File: src/rtl/xfer_seq_pkg.sv
// rtl/xfer_seq_pkg.sv - shared width default and state encoding for the block-move sequencer
//
// Purpose: single home for the datapath width default and the sequencer
// state type, imported by xfer_seq and by anything that needs to decode
// its state.
package xfer_seq_pkg;

  // Default width of pointers, word count and data words.
  localparam int XFER_WIDTH = 16;

  // IDLE  : waiting for start
  // RD    : reading the word at the source pointer
  // WR    : writing the buffered word to the destination pointer
  // STEP  : one-cycle pointer advance and count decrement
  // DONE  : one-cycle completion pulse
  typedef enum logic [2:0] {
    ST_IDLE = 3'd0,
    ST_RD   = 3'd1,
    ST_WR   = 3'd2,
    ST_STEP = 3'd3,
    ST_DONE = 3'd4
  } xfer_state_t;

endpackage

File: src/rtl/xfer_seq.sv
// rtl/xfer_seq.sv - block-move sequencer copying words from pointer A to pointer B
//
// Purpose: on an accepted start, moves i_count words one at a time. Each word
// is read at i_a_val, buffered, written at i_b_val, then both pointers are
// stepped (up or down per the latched direction) through strobes to the
// external A/B pointer registers. i_abort cancels a move in progress.
//
// Ports:
//   i_clk, i_rst              clock, synchronous active-high reset
//   i_start, i_count, i_dir   move request, word count, 0=ascending 1=descending
//   i_abort                   cancel an in-progress move
//   i_a_val, i_b_val          current source / destination pointers
//   o_a_inc/o_a_dec           source pointer step strobes
//   o_b_inc/o_b_dec           destination pointer step strobes
//   o_mem_addr                memory address (0 outside RD/WR)
//   o_mem_rd, o_mem_wr        memory request strobes, held until i_mem_ready
//   o_mem_wdata, i_mem_rdata  write data (0 outside WR) / read data
//   i_mem_ready               memory completes the current request this cycle
//   o_busy                    high in RD, WR, STEP
//   o_done                    one-cycle completion pulse
module xfer_seq
  import xfer_seq_pkg::*;
#(
  parameter int WIDTH = XFER_WIDTH
) (
  input  logic             i_clk,
  input  logic             i_rst,
  input  logic             i_start,
  input  logic [WIDTH-1:0] i_count,
  input  logic             i_dir,
  input  logic             i_abort,
  input  logic [WIDTH-1:0] i_a_val,
  input  logic [WIDTH-1:0] i_b_val,
  output logic             o_a_inc,
  output logic             o_a_dec,
  output logic             o_b_inc,
  output logic             o_b_dec,
  output logic [WIDTH-1:0] o_mem_addr,
  output logic             o_mem_rd,
  output logic             o_mem_wr,
  output logic [WIDTH-1:0] o_mem_wdata,
  input  logic [WIDTH-1:0] i_mem_rdata,
  input  logic             i_mem_ready,
  output logic             o_busy,
  output logic             o_done
);

  localparam logic [WIDTH-1:0] ONE = {{(WIDTH-1){1'b0}}, 1'b1};

  xfer_state_t      r_state;
  xfer_state_t      w_next_state;
  logic [WIDTH-1:0] r_remaining;
  logic [WIDTH-1:0] r_buffer;
  logic             r_dir;

  logic w_load;
  logic w_capture;
  logic w_step;

  // A zero-length request is accepted but never loads the counter; it goes
  // straight to DONE.
  assign w_load    = (r_state == ST_IDLE) && i_start && (i_count != '0);
  assign w_capture = (r_state == ST_RD) && i_mem_ready && !i_abort;
  assign w_step    = (r_state == ST_STEP) && !i_abort;

  always_ff @(posedge i_clk) begin
    if (i_rst) begin
      r_state     <= ST_IDLE;
      r_remaining <= '0;
      r_buffer    <= '0;
      r_dir       <= 1'b0;
    end else begin
      r_state <= w_next_state;
      if (w_load) begin
        r_remaining <= i_count;
        r_dir       <= i_dir;
      end else if (w_step) begin
        r_remaining <= r_remaining - ONE;
      end
      if (w_capture) begin
        r_buffer <= i_mem_rdata;
      end
    end
  end

  always_comb begin
    w_next_state = r_state;
    o_a_inc      = 1'b0;
    o_a_dec      = 1'b0;
    o_b_inc      = 1'b0;
    o_b_dec      = 1'b0;
    o_mem_addr   = '0;
    o_mem_rd     = 1'b0;
    o_mem_wr     = 1'b0;
    o_mem_wdata  = '0;
    o_busy       = 1'b0;
    o_done       = 1'b0;

    case (r_state)
      ST_IDLE: begin
        if (i_start) begin
          w_next_state = (i_count != '0) ? ST_RD : ST_DONE;
        end
      end

      ST_RD: begin
        o_busy     = 1'b1;
        o_mem_rd   = 1'b1;
        o_mem_addr = i_a_val;
        if (i_abort) begin
          w_next_state = ST_IDLE;
        end else if (i_mem_ready) begin
          w_next_state = ST_WR;
        end
      end

      ST_WR: begin
        o_busy      = 1'b1;
        o_mem_wr    = 1'b1;
        o_mem_addr  = i_b_val;
        o_mem_wdata = r_buffer;
        if (i_abort) begin
          w_next_state = ST_IDLE;
        end else if (i_mem_ready) begin
          w_next_state = ST_STEP;
        end
      end

      ST_STEP: begin
        o_busy = 1'b1;
        if (i_abort) begin
          // A cancelled step must leave the pointers where they are.
          w_next_state = ST_IDLE;
        end else begin
          o_a_inc = !r_dir;
          o_b_inc = !r_dir;
          o_a_dec = r_dir;
          o_b_dec = r_dir;
          // The count is compared before its decrement lands, so 1 means
          // this step finishes the final word.
          w_next_state = (r_remaining == ONE) ? ST_DONE : ST_RD;
        end
      end

      ST_DONE: begin
        o_done       = 1'b1;
        w_next_state = ST_IDLE;
      end

      default: begin
        w_next_state = ST_IDLE;
      end
    endcase
  end

endmodule
File: config.mk
export PLATFORM = sky130hd
export DESIGN_NAME = xfer_seq
export DESIGN_NICKNAME = d
export VERILOG_FILES = /design/src/rtl/xfer_seq_pkg.sv /design/src/rtl/xfer_seq.sv
export SDC_FILE = /design/constraint.sdc
export NUM_CORES = 1
export LEC_CHECK = 0
export BUFFER_PORTS_ARGS = -buffer_cell sky130_fd_sc_hd__buf_4
export CAP_MARGIN = 20
export CORE_MARGIN = 2
export CORE_UTILIZATION = 45
export DETAILED_ROUTE_END_ITERATION = 16
export PLACE_DENSITY = 0.82
export RECOVER_POWER = 100
export SETUP_SLACK_MARGIN = 0.3
export SYNTH_ARGS = -nofsm -noshare
export SYNTH_HDL_FRONTEND = slang
export SYNTH_SLANG_ARGS = --single-unit
File: constraint.sdc
create_clock -name i_clk -period 2.2 [get_ports i_clk]
set_input_delay 0.33 -clock i_clk [delete_from_list [all_inputs] [get_ports i_clk]]
set_output_delay 0.33 -clock i_clk [all_outputs]
set_load 0.005 [all_outputs]
# After elaboration in Yosys (flattened, before gate mapping)
# Index checks and enable logic that the tools add are counted.
# word_totals
ff_bits	36
latchBits	0
mem_bits_rw	0
mem_bits_ro	0
input_bits	70
out_inout_bits	40
memories	0
# classes
n_addsub	1
mul	0
div	0
order_cmp	0
eq_ne	8
shifts	0
mux	21
n_bitwise	0
n_reduce_logical	12
# ops
operator	n
16-bit 2-to-1 mux	3
16-bit case mux with 2 select lines	1
3-bit 2-to-1 mux	8
16-bit by 1-bit equality test with 1-bit output, second input constant	1
16-bit nonzero test	1
16-bit by 1-bit subtractor with 16-bit output, second input constant	1
3-bit case mux with 4 select lines	1
1-bit 2-to-1 mux	8
3-bit by 2-bit equality test with 1-bit output, second input constant	2
3-bit inequality test, second input constant	2
1-bit logical AND	5
3-bit by 1-bit equality test with 1-bit output, second input constant	1
3-bit equality test, second input constant	1
3-bit zero test	1
3-bit AND reduction	1
3-bit OR reduction	1
1-bit zero test	2
2-bit inequality test, second input constant	1
2-bit nonzero test	1

# Longest topological paths before layout
# depth
word_depth	4
ltp_mapped	7

# Worst setup path after synthesis
# No wires, ideal clock.
# synth_timing
path_type	flip-flop to flip-flop
start	register r_remaining[2]
end	register r_remaining[14]
arrival_ns	1.855
slack_ns	0.270
path_stages_with_launch	5
n_path_buf	0
path_cell_list	dfxtp_1 > or4_4 > or4_4 > or3_1 > a31oi_1
# synth_between
elab_chain_cells	3
# synth_rtl
element	line	source
start, declared	xfer_seq.sv:52	logic [WIDTH-1:0] r_remaining;
start signal, assigned	xfer_seq.sv:75	r_remaining <= i_count;
start signal, assigned	xfer_seq.sv:78	r_remaining <= r_remaining - ONE;
16-bit by 1-bit subtractor with 16-bit output	xfer_seq.sv:78	
16-bit 2-to-1 mux	xfer_seq.sv:77	end else if (w_step) begin
16-bit 2-to-1 mux	xfer_seq.sv:74	if (w_load) begin
# No other way between the ends. The select of a mux whose other input is x is not followed.
# A chain may end at the register's enable or synchronous reset.

# Final worst setup path
# layout_timing
start	input i_count[0]
end	register r_remaining[5]
# layout_between
elab_chain_cells	3
# layout_rtl
element	line	source
start, declared	xfer_seq.sv:29	input logic [WIDTH-1:0] i_count,
16-bit nonzero test *	xfer_seq.sv:62	assign w_load = (r_state == ST_IDLE) && i_start && (i_count != '0);
1-bit logical AND *	xfer_seq.sv:62	
16-bit 2-to-1 mux / 2-bit nonzero test (equally long branches)	--	
# Every way passes the cells marked *; elsewhere a longest branch is shown, timed or not.

==> flow_metrics.tcl <==
set metrics [dict create \
    cp_max_fo 5 \
    ios 110 \
    num_rows 24 \
    die_y_um 71.10 \
    antenna_found_initial 0 \
    worst_clock_skew_ps 5.326 \
    yosys_warnings 0 \
    clockBufferDepth 2 \
    synth_async_sr_flop_share_pct 0 \
    hp-class "in2reg" \
    finalHoldViolCount 0 \
    final_cells 432 \
    routed_wirelength_mm 6.537 \
    start_util_pct 46.52 \
    placed_cells 420 \
    ir_worst_vdd_v 0.0005670 \
    drv_slew 0 \
    ys.flop_type "dfxtp_1" \
    power.density_nw_per_um2 543.6 \
    die_w_um 71.10 \
    cts_root_buf "clkbuf_8" \
    post-route-drc-count 0 \
    synth.distinct_cells 40 \
    seq_area_frac_synth_pct 35.58 \
    leakagePower_nw 1.356 \
    pre_cts_slack_ps -16.32 \
    num-nets-final 451 \
    antenna_cells 0 \
    cts_sinks 36 \
    grt_max_degree 37 \
    htreeDepth 2 \
    port_buffers 109 \
    required_ps 2410 \
    cts_tree "done" \
    startpoint "i_count[0]" \
    rsz0062_at_grt "yes" \
    syn_inst 263 \
    grt_pass1_vias 2154 \
    synth_edf_count 0 \
    synth_area_um2 2026 \
    grt_overflow 0 \
    dpl_cell_area_um2 2945 \
    nFillCells 359 \
    synthToLayoutAreaGrowth_pct 55.53 \
    gp_congestion 0.8772 \
    firstDrtPassIters 4 \
    min_period_ps 2016 \
    tightest_slew_ps 389.1 \
    coreArea_um2 4354 \
    r2r_setup_slack_ps 230 \
    vias 2426 \
    drive_gt1_share_pct 41.58 \
    crit_arrival_ps 2220 \
    cap_violations 0 \
    timing.hold.ws_ps 288.7 \
    die-area_um2 5055 \
    status "complete, no violations" \
    timing.final.ws_setup_ps 184.0 \
    synth_nets 335 \
    path_class "in2reg" \
    regToRegStartpoint "r_remaining[5]" \
    stdcell_area_um2 3151 \
    grt_use_total_pct 24.64 \
    max_freq_mhz 496.0 \
    ys_ff_latch 36 \
    final-seq-area_um2 729.5 \
    hold_start "i_mem_rdata[10]" \
    grt_pass1_wl_mm 10.14 \
    drt_iter0_drc 120 \
    slew_headroom_pct 73.73 \
    startpoint_type "input port" \
    layout_worst_path_cycle_share_pct 91.64 \
    vias_per_cell 5.616 \
    finalSetupViolCount 0 \
    end_kind "register" \
    ant_nets 0 \
    multi_input_area_um2 1280 \
    hpwl_mm 4.647 \
    clkLatencyLatePin_ps 280 \
    clkTransAtPathRegs_ps 80 \
    final_util_pct 72.36 \
    cts_inserted_buffers 5 \
    avgSynthCellArea_um2 7.702 \
    post_drt_wl_per_cell_um 15.13 \
]
[repair_timing]
action,in CTS,in global routing
pin swaps,2,2
endpoints found under the setup margin,38,48
endpoints found under the hold margin,0,0
setup buffers,1,3
hold buffers,0,0
cloned,0,0
resized for setup,8,13
[final timing paths]
path,to,cells after the start
setup / recovery,r_remaining[5],7
hold / removal,r_buffer[10],3
hold reg to reg,r_buffer[14],2
setup reg to reg,r_remaining[14],4
[critical path, cell delays in order]
cell and delay (ps):
buf_4 110, or4_1 610, o41a_1 450, buf_4 160, nor2_1 250, o21ai_0 150, a31oi_1 160
[report_power, final]
group / switching [mW] / leakage, nW / internal [mW]
Clock: 0.248 / 0.0541 / 0.336
Sequential: 0.0335 / 0.296 / 0.684
Combinational: 0.181 / 1.01 / 0.230
[cells in the final DEF, fill, tap and decap left out, types with 6 or more instances in the layout]
| cell | instances |
|---|---|
| buf_4 | 125 |
| nand2_1 | 44 |
| a21oi_1 | 36 |
| dfxtp_1 | 31 |
| and2_1 | 17 |
| nor2_1 | 16 |
| a22o_1 | 16 |
| a31oi_1 | 8 |
| or4_4 | 7 |
| nor4_1 | 6 |
| o21ai_0 | 6 |
[routing by layer]
layer | part of all wire, % | GRT usage (%)
met3 | 7.5 | 5.128
met5 | 0 | 0
met4 | 1.3 | 5.241
met2 | 50 | 41.33
met1 | 41 | 32.89
[logic make-up (layout without fill, tap and decap cells)]
kind of cell | count (synthesis) | in the layout | synth area share [%]
buf+inv | 21 | 138 | 4.385
flops | 36 | 36 | 35.58
simple gates | 120 | 120 | 31.07
fa+ha+maj | 2 | 2 | 1.235
compound gates | 83 | 83 | 27.18
mux | 1 | 1 | 0.5559
[registers in the layout (all words and copies together), names as in the netlist]
name,count
r_remaining,16
r_state,3
r_buffer,16
r_dir,1
[synth_stat cells, types with 2 or more instances]
cell type | instances | area (um^2)
a21oi_1 | 36 | 180.2
a221oi_1 | 2 | 17.52
a22o_1 | 16 | 140.1
a31oi_1 | 8 | 50.05
and2_1 | 18 | 112.6
buf_2 | 2 | 10.01
buf_4 | 2 | 15.01
clkbuf_1 | 14 | 52.55
dfxtp_1 | 36 | 720.7
ha_1 | 2 | 25.02
inv_1 | 2 | 7.510
nand2_1 | 44 | 165.2
nand2b_1 | 2 | 12.51
nand3_1 | 5 | 25.02
nand3b_1 | 2 | 15.01
nor2_1 | 18 | 67.56
nor3_1 | 2 | 10.01
nor4_1 | 7 | 43.79
o211ai_1 | 3 | 22.52
o21ai_0 | 6 | 30.03
o311ai_0 | 5 | 43.79
or3_1 | 6 | 37.54
or4_1 | 7 | 52.55
or4_4 | 2 | 22.52
[metrics by stage]
| step | total power, mW | setup TNS (ps) |
|---|---|---|
| finish | 1.713 | 0 |
| global route | 1.796 | 0 |
| CTS | 1.704 | 0 |
| detailed placement | 1.117 | -16.32 |
| global placement | 1.111 | 0 |
| floorplan | 0.9085 | 0 |
[cell type report]
cell class                      instances  share of cell area [%]
Clock inverter                          3                   1.350
Sequential cell                        36                   23.15
Multi-Input combinational cell        206                   40.63
Clock buffer                            5                   2.184
Tap cell                               52                   2.065
Inverter                                2                  0.2383
Timing Repair Buffer                  128                   30.38
Power figures use the tool's default switching activity.
